[src/rtl/elev_pkg.sv]
// Shared definitions for the elevator car controller and its scheduler.
package elev_pkg;

  localparam int DEFAULT_FLOOR_W = 16;

  // Direction encoding shared with the scheduler's dir bit.
  localparam logic DIR_UP   = 1'b1;
  localparam logic DIR_DOWN = 1'b0;

  typedef enum logic [1:0] {
    ST_IDLE         = 2'd0,
    ST_MOVING       = 2'd1,
    ST_DOOR_OPEN    = 2'd2,
    ST_DOOR_CLOSING = 2'd3
  } car_state_t;

endpackage

[src/rtl/elev_timer.sv]
// Loadable down-counter; expired is high while the count sits at zero.
module elev_timer #(
  parameter int W = 4
) (
  input  logic         clk,
  input  logic         rst,
  input  logic         load,
  input  logic [W-1:0] load_val,
  output logic         expired
);

  logic [W-1:0] count;

  always_ff @(posedge clk) begin
    if (rst) begin
      count <= '0;
    end else if (load) begin
      count <= load_val;
    end else if (count != '0) begin
      count <= count - W'(1);
    end
  end

  assign expired = (count == '0);

endmodule

[src/rtl/elevator_car_ctrl.sv]
// Elevator car controller: moves the car toward the scheduler's target one
// floor at a time and sequences the door on arrival.
module elevator_car_ctrl
  import elev_pkg::*;
#(
  parameter int FLOOR_W       = DEFAULT_FLOOR_W,
  parameter int NUM_FLOORS    = 16,
  parameter int TRAVEL_CYCLES = 8,
  parameter int DOOR_CYCLES   = 12,
  parameter int CLOSE_CYCLES  = 4
) (
  input  logic               clk,
  input  logic               rst,
  input  logic [FLOOR_W-1:0] target_floor,
  input  logic               target_valid,
  input  logic               door_hold,
  output logic [FLOOR_W-1:0] current_floor,
  output logic               moving_up,
  output logic               moving_down,
  output logic               door_open,
  output logic               door_closing,
  output logic               arrived,
  output logic [FLOOR_W-1:0] served_floor,
  output logic               target_err,
  output car_state_t         state
);

  localparam int DOOR_MAX = (DOOR_CYCLES > CLOSE_CYCLES) ? DOOR_CYCLES : CLOSE_CYCLES;
  localparam int TRV_W    = $clog2(TRAVEL_CYCLES + 1);
  localparam int DOOR_W   = $clog2(DOOR_MAX + 1);

  localparam logic [FLOOR_W-1:0] MAX_FLOOR  = FLOOR_W'(NUM_FLOORS - 1);
  localparam logic [TRV_W-1:0]   TRV_LOAD   = TRV_W'(TRAVEL_CYCLES - 1);
  localparam logic [DOOR_W-1:0]  DOOR_LOAD  = DOOR_W'(DOOR_CYCLES - 1);
  localparam logic [DOOR_W-1:0]  CLOSE_LOAD = DOOR_W'(CLOSE_CYCLES - 1);

  car_state_t         state_q, state_d;
  logic [FLOOR_W-1:0] tgt_q, tgt_d;
  logic [FLOOR_W-1:0] floor_d, served_d, new_tgt;
  logic               dir_q, dir_d;
  logic               arrived_d, err_d;
  logic               in_range, accept;
  logic               trv_load, trv_expired;
  logic               door_load, door_expired;
  logic [DOOR_W-1:0]  door_load_val;

  // Timers are loaded with N-1 so a phase spans exactly N clock edges.
  elev_timer #(.W(TRV_W)) u_travel_timer (
    .clk      (clk),
    .rst      (rst),
    .load     (trv_load),
    .load_val (TRV_LOAD),
    .expired  (trv_expired)
  );

  elev_timer #(.W(DOOR_W)) u_door_timer (
    .clk      (clk),
    .rst      (rst),
    .load     (door_load),
    .load_val (door_load_val),
    .expired  (door_expired)
  );

  function automatic logic [FLOOR_W-1:0] step_floor(input logic [FLOOR_W-1:0] f,
                                                    input logic               dir);
    logic [FLOOR_W-1:0] r;
    if (dir == DIR_UP) begin
      r = (f >= MAX_FLOOR) ? MAX_FLOOR : f + FLOOR_W'(1);
    end else begin
      r = (f == '0) ? '0 : f - FLOOR_W'(1);
    end
    return r;
  endfunction

  // target_valid/target_floor is a level interface with no ready: the value is
  // taken only on an edge where the FSM can act on it (IDLE, or a floor
  // boundary in MOVING); at every other edge it is dropped, not queued.
  assign in_range = (target_floor <= MAX_FLOOR);
  assign accept   = target_valid && in_range;

  always_comb begin
    state_d       = state_q;
    floor_d       = current_floor;
    tgt_d         = tgt_q;
    dir_d         = dir_q;
    served_d      = served_floor;
    err_d         = target_err;
    arrived_d     = 1'b0;
    trv_load      = 1'b0;
    door_load     = 1'b0;
    door_load_val = DOOR_LOAD;
    new_tgt       = tgt_q;

    if (target_valid && !in_range) begin
      err_d = 1'b1;
    end

    case (state_q)
      ST_IDLE: begin
        if (accept) begin
          if (target_floor == current_floor) begin
            state_d   = ST_DOOR_OPEN;
            arrived_d = 1'b1;
            served_d  = current_floor;
            door_load = 1'b1;
          end else begin
            state_d  = ST_MOVING;
            tgt_d    = target_floor;
            dir_d    = (target_floor > current_floor) ? DIR_UP : DIR_DOWN;
            trv_load = 1'b1;
          end
        end
      end

      ST_MOVING: begin
        // Retargeting and reversal are only considered at a floor boundary.
        if (trv_expired) begin
          floor_d = step_floor(current_floor, dir_q);
          new_tgt = accept ? target_floor : tgt_q;
          tgt_d   = new_tgt;
          if (floor_d == new_tgt) begin
            state_d   = ST_DOOR_OPEN;
            arrived_d = 1'b1;
            served_d  = floor_d;
            door_load = 1'b1;
          end else begin
            dir_d    = (new_tgt > floor_d) ? DIR_UP : DIR_DOWN;
            trv_load = 1'b1;
          end
        end
      end

      ST_DOOR_OPEN: begin
        if (door_hold) begin
          door_load = 1'b1;
        end else if (door_expired) begin
          state_d       = ST_DOOR_CLOSING;
          door_load     = 1'b1;
          door_load_val = CLOSE_LOAD;
        end
      end

      ST_DOOR_CLOSING: begin
        if (door_hold) begin
          state_d   = ST_DOOR_OPEN;
          door_load = 1'b1;
        end else if (door_expired) begin
          state_d = ST_IDLE;
        end
      end

      default: begin
        state_d = ST_IDLE;
      end
    endcase
  end

  always_ff @(posedge clk) begin
    if (rst) begin
      state_q       <= ST_IDLE;
      current_floor <= '0;
      tgt_q         <= '0;
      dir_q         <= DIR_UP;
      served_floor  <= '0;
      target_err    <= 1'b0;
      arrived       <= 1'b0;
      moving_up     <= 1'b0;
      moving_down   <= 1'b0;
      door_open     <= 1'b0;
      door_closing  <= 1'b0;
    end else begin
      state_q       <= state_d;
      current_floor <= floor_d;
      tgt_q         <= tgt_d;
      dir_q         <= dir_d;
      served_floor  <= served_d;
      target_err    <= err_d;
      arrived       <= arrived_d;
      moving_up     <= (state_d == ST_MOVING) && (dir_d == DIR_UP);
      moving_down   <= (state_d == ST_MOVING) && (dir_d == DIR_DOWN);
      door_open     <= (state_d == ST_DOOR_OPEN);
      door_closing  <= (state_d == ST_DOOR_CLOSING);
    end
  end

  assign state = state_q;

endmodule

[config.mk]
export PLATFORM = sky130hd
export DESIGN_NAME = elevator_car_ctrl
export DESIGN_NICKNAME = d
export VERILOG_FILES = /design/src/rtl/elev_pkg.sv /design/src/rtl/elev_timer.sv /design/src/rtl/elevator_car_ctrl.sv
export SDC_FILE = /design/constraint.sdc
export NUM_CORES = 1
export LEC_CHECK = 0
export CAP_MARGIN = 5
export CORE_ASPECT_RATIO = 1.1
export CORE_MARGIN = 3
export CORE_UTILIZATION = 55
export CTS_BUF_LIST = sky130_fd_sc_hd__clkbuf_2 sky130_fd_sc_hd__clkbuf_4 sky130_fd_sc_hd__clkbuf_8
export DETAILED_ROUTE_END_ITERATION = 7
export HOLD_SLACK_MARGIN = 0.08
export PLACE_DENSITY_LB_ADDON = 0.1
export SLEW_MARGIN = 30
export SYNTH_ARGS = -nofsm -noshare
export SYNTH_HDL_FRONTEND = slang
export SYNTH_SLANG_ARGS = --single-unit
[constraint.sdc]
create_clock -name clk -period 4.65 [get_ports clk]
set_clock_uncertainty 0.1 [all_clocks]
set_input_delay 0.93 -clock clk [delete_from_list [all_inputs] [get_ports clk]]
set_output_delay 0.93 -clock clk [all_outputs]
set_load 0.05 [all_outputs]
==> impl_metrics.toml <==
[grt]
track_usage_pct = 28.1
grt_pass1_wl_um = 18500
antenna_found_initial = 0
grt_pass1_vias = 3766
grt_max_degree = 34
gr-total-overflow = 0

[worst_hold_path]
whs_endpoint = "tgt_q[15]$_SDFFE_PP0P_"
holdCritStartpoint = "tgt_q[15]$_SDFFE_PP0P_"
whs_path_depth = 1
hold_path_class = "reg -> reg"

[synthesis]
synth_top_area_share_pct = 31.9
netlist_top_cells_count = "dfxtp_1 (65), nor2_1 (58), nand2_1 (51)"
syn_inst = 509
synthDominantAreaCellType = "dfxtp_1"
yosysMostFrequentCell = "dfxtp_1"
syn_area_um2 = 4080
synth_area_leaders = "dfxtp_1 (32%), ha_1 (11%), nor2_1 (5.3%), a21oi_1 (4.9%), nand2_1 (4.7%)"
synthesis.nets = 566
avgSynthCellArea_um2 = 8.01
synth-async-reset-ratio_pct = 0
synth_edf_count = 0
ys_seq_area_share_pct = 31.9
ys.flop_type = "dfxtp_1"
synth_warnings = 0
synth_cell_types = 61
ys_seq_elements = 65

[clocking]
clk_pin_slew_ps = 80
worst_skew_pair.late_latency_ps = 350
cts_resized = 0
htreeDepth = 3
post_cts_buffers = 0
cts_tree = "built"
clock_path_buffers = 2
ctsRootBufferMaster = "clkbuf_8"
hold_buffers = 0
cts_buffers = 9
cts.sinks = 65

[power_and_ir_drop]
p_per_area_nw_per_um2 = 278
p_comb_share_pct = 17.4
ir_drop_mv = 0.164
p_sw_share_pct = 27.9
finalPower_uw = 1400
p_clk_share_pct = 39.1
power_frac_seq_pct = 43.5
power.switching_uw = 391
internal-power_uw = 1010
p_leak_uw = 0.00186

[floorplan]
die_w_um = 88.1
die_y_um = 96.3
floorplan.rows = 32
io_pins = 60
initial_core_util_pct = 57.5
fp.dieArea_um2 = 8480
core_area_um2 = 7090

[setup_path]
r2r-start = "current_floor[12]$_SDFFE_PP0P_"
crit_path_max_fanout = 13
r2r_end = "moving_up$_SDFF_PP0_"
reg2regPathDepth = 12
startpoint = "current_floor[12]$_SDFFE_PP0P_"
r2r_setup_slack_ps = 330
arrival_ps = 4450
crit_type = "reg -> reg"
start_kind = "flop"
cp_data_required_time_ps = 4790
crit_path_end_kind = "flop"

[timing]
timing.fmax_ghz = 0.232
hold_violations = 0
period_minus_slack_ps = 4320
finalCritPeriodShare_pct = 92.8
tightestPinTransition_ps = 678
slew_headroom_pct = 54.4
fin_tns_setup_ps = 0
rsz0062_at_grt = "false"
drv_slew = 0
finalSetupViolCount = 0

[layout]
nets = 630
final_util_pct = 70.9
drive_gt1_share_pct = 9.17
diodes = 0
areaGrowthSynthToFinish_pct = 23.1

[run_status]
status = "completed"

[detailed_routing]
wl_per_cell_um = 17.5
wl_um = 11600
vias = 4093
via_per_inst = 6.17
ant_nets = 0
drc = 0
drt_iter0_drc = 434
first_pass_iters = 6

[flow_run]
maxCapViolCount = 0

[placed_design]
dp_hpwl_um = 8890
place_congestion = 0.940
io_buffers = 59
## worst max-delay path, cell delays in order (launching register included)
cell	delay, ps
dfxtp_1	400
nor4_1	640
nand3_1	250
o21bai_2	550
a21oi_1	210
inv_1	120
ha_1	160
nand4_1	190
or4_1	740
a22oi_1	240
a21oi_1	70
a2bb2oi_1	300
and3b_1	230
## kinds of logic (layout without fill, tap and decap cells)
family,count (synthesis),after routing,share of synthesized area [%]
xor+xnor,10,10,2.15
fa+ha+maj,37,37,11.4
mux,8,8,2.09
compound gates,120,120,19.3
buf+inv,50,119,5.03
simple gates,219,219,28.2
flops,65,65,31.9
## power by group through the flow
stage	combinational (µW)	clock [µW]	sequential, µW
2_1_floorplan	179	0	616
3_3_place_gp	230	0	617
3_5_place_dp	241	0	619
4_1_cts	243	553	606
5_1_grt	272	575	611
6_report	244	547	607
## placed cells by master (no fill, tap or decap), types with 5 or more instances in the layout
cell type        netlist  routed
a22oi_1                5       5
o21ai_0               29      29
nand4_1               17      17
nor3_1                13      13
inv_1                 26      26
clkbuf_8               0       9
nor2_1                58      58
clkdlybuf4s50_1        0      58
a211oi_1               6       6
ha_1                  37      37
or3_1                  6       6
a21oi_1               40      40
and3_1                 5       5
xnor2_1               10      10
nor3b_1                5       5
dfxtp_1               65      65
and2_1                27      27
buf_4                  1      17
a311oi_1               6       6
nand3_1                7       7
nand2_1               51      51
## metal layers
metal  GRT usage, %  vias to the layer above  share of wire (%)
met5              0                        -                  0
met4           14.5                        0                4.2
met3           3.68                       33                7.4
met2           45.0                      230                 47
met1           37.0                     1866                 42
li1               -                     1964                  -
## flip-flops by register name, indices dropped and copies added (netlist names)
name / flops
target_err: 1
arrived: 1
state: 2
dir_q: 1
u_door_timer.count: 4
door_closing: 1
current_floor: 16
moving_up: 1
served_floor: 16
tgt_q: 16
moving_down: 1
u_travel_timer.count: 4
door_open: 1
## layout make-up
type | instances | area [µm²]
clock inverters | 7 | 101
fillers | 591 | 2070
inverters | 27 | 104
well taps | 85 | 106
clock buffers | 9 | 124
repair buffers | 76 | 713
flip-flops and latches | 65 | 1300
multi-input cells | 394 | 2570
## worst max-delay path by stage
stage                                    endpoint  slack (ps)  depth (start not counted)
CTS                 served_floor[11]$_SDFFE_PP0P_         400                         12
floorplan           served_floor[14]$_SDFFE_PP0P_         640                         13
global route         served_floor[8]$_SDFFE_PP0P_          80                         12
detailed placement  served_floor[11]$_SDFFE_PP0P_          60                         12
finish                       moving_up$_SDFF_PP0_         330                         12
global placement     served_floor[8]$_SDFFE_PP0P_         240                         12
## metrics by stage
stage | hold WS [ps] | setup WS (ps) | cells | cell area (µm²)
2_1_floorplan | 321 | 640 | 509 | 4080
3_3_place_gp | 334 | 242 | 647 | 4800
3_5_place_dp | 336 | 57.5 | 647 | 4800
4_1_cts | 359 | 405 | 663 | 5020
5_1_grt | 370 | 77.1 | 663 | 5020
6_report | 353 | 333 | 663 | 5020
Note: power is estimated with default switching activity, not from simulation.
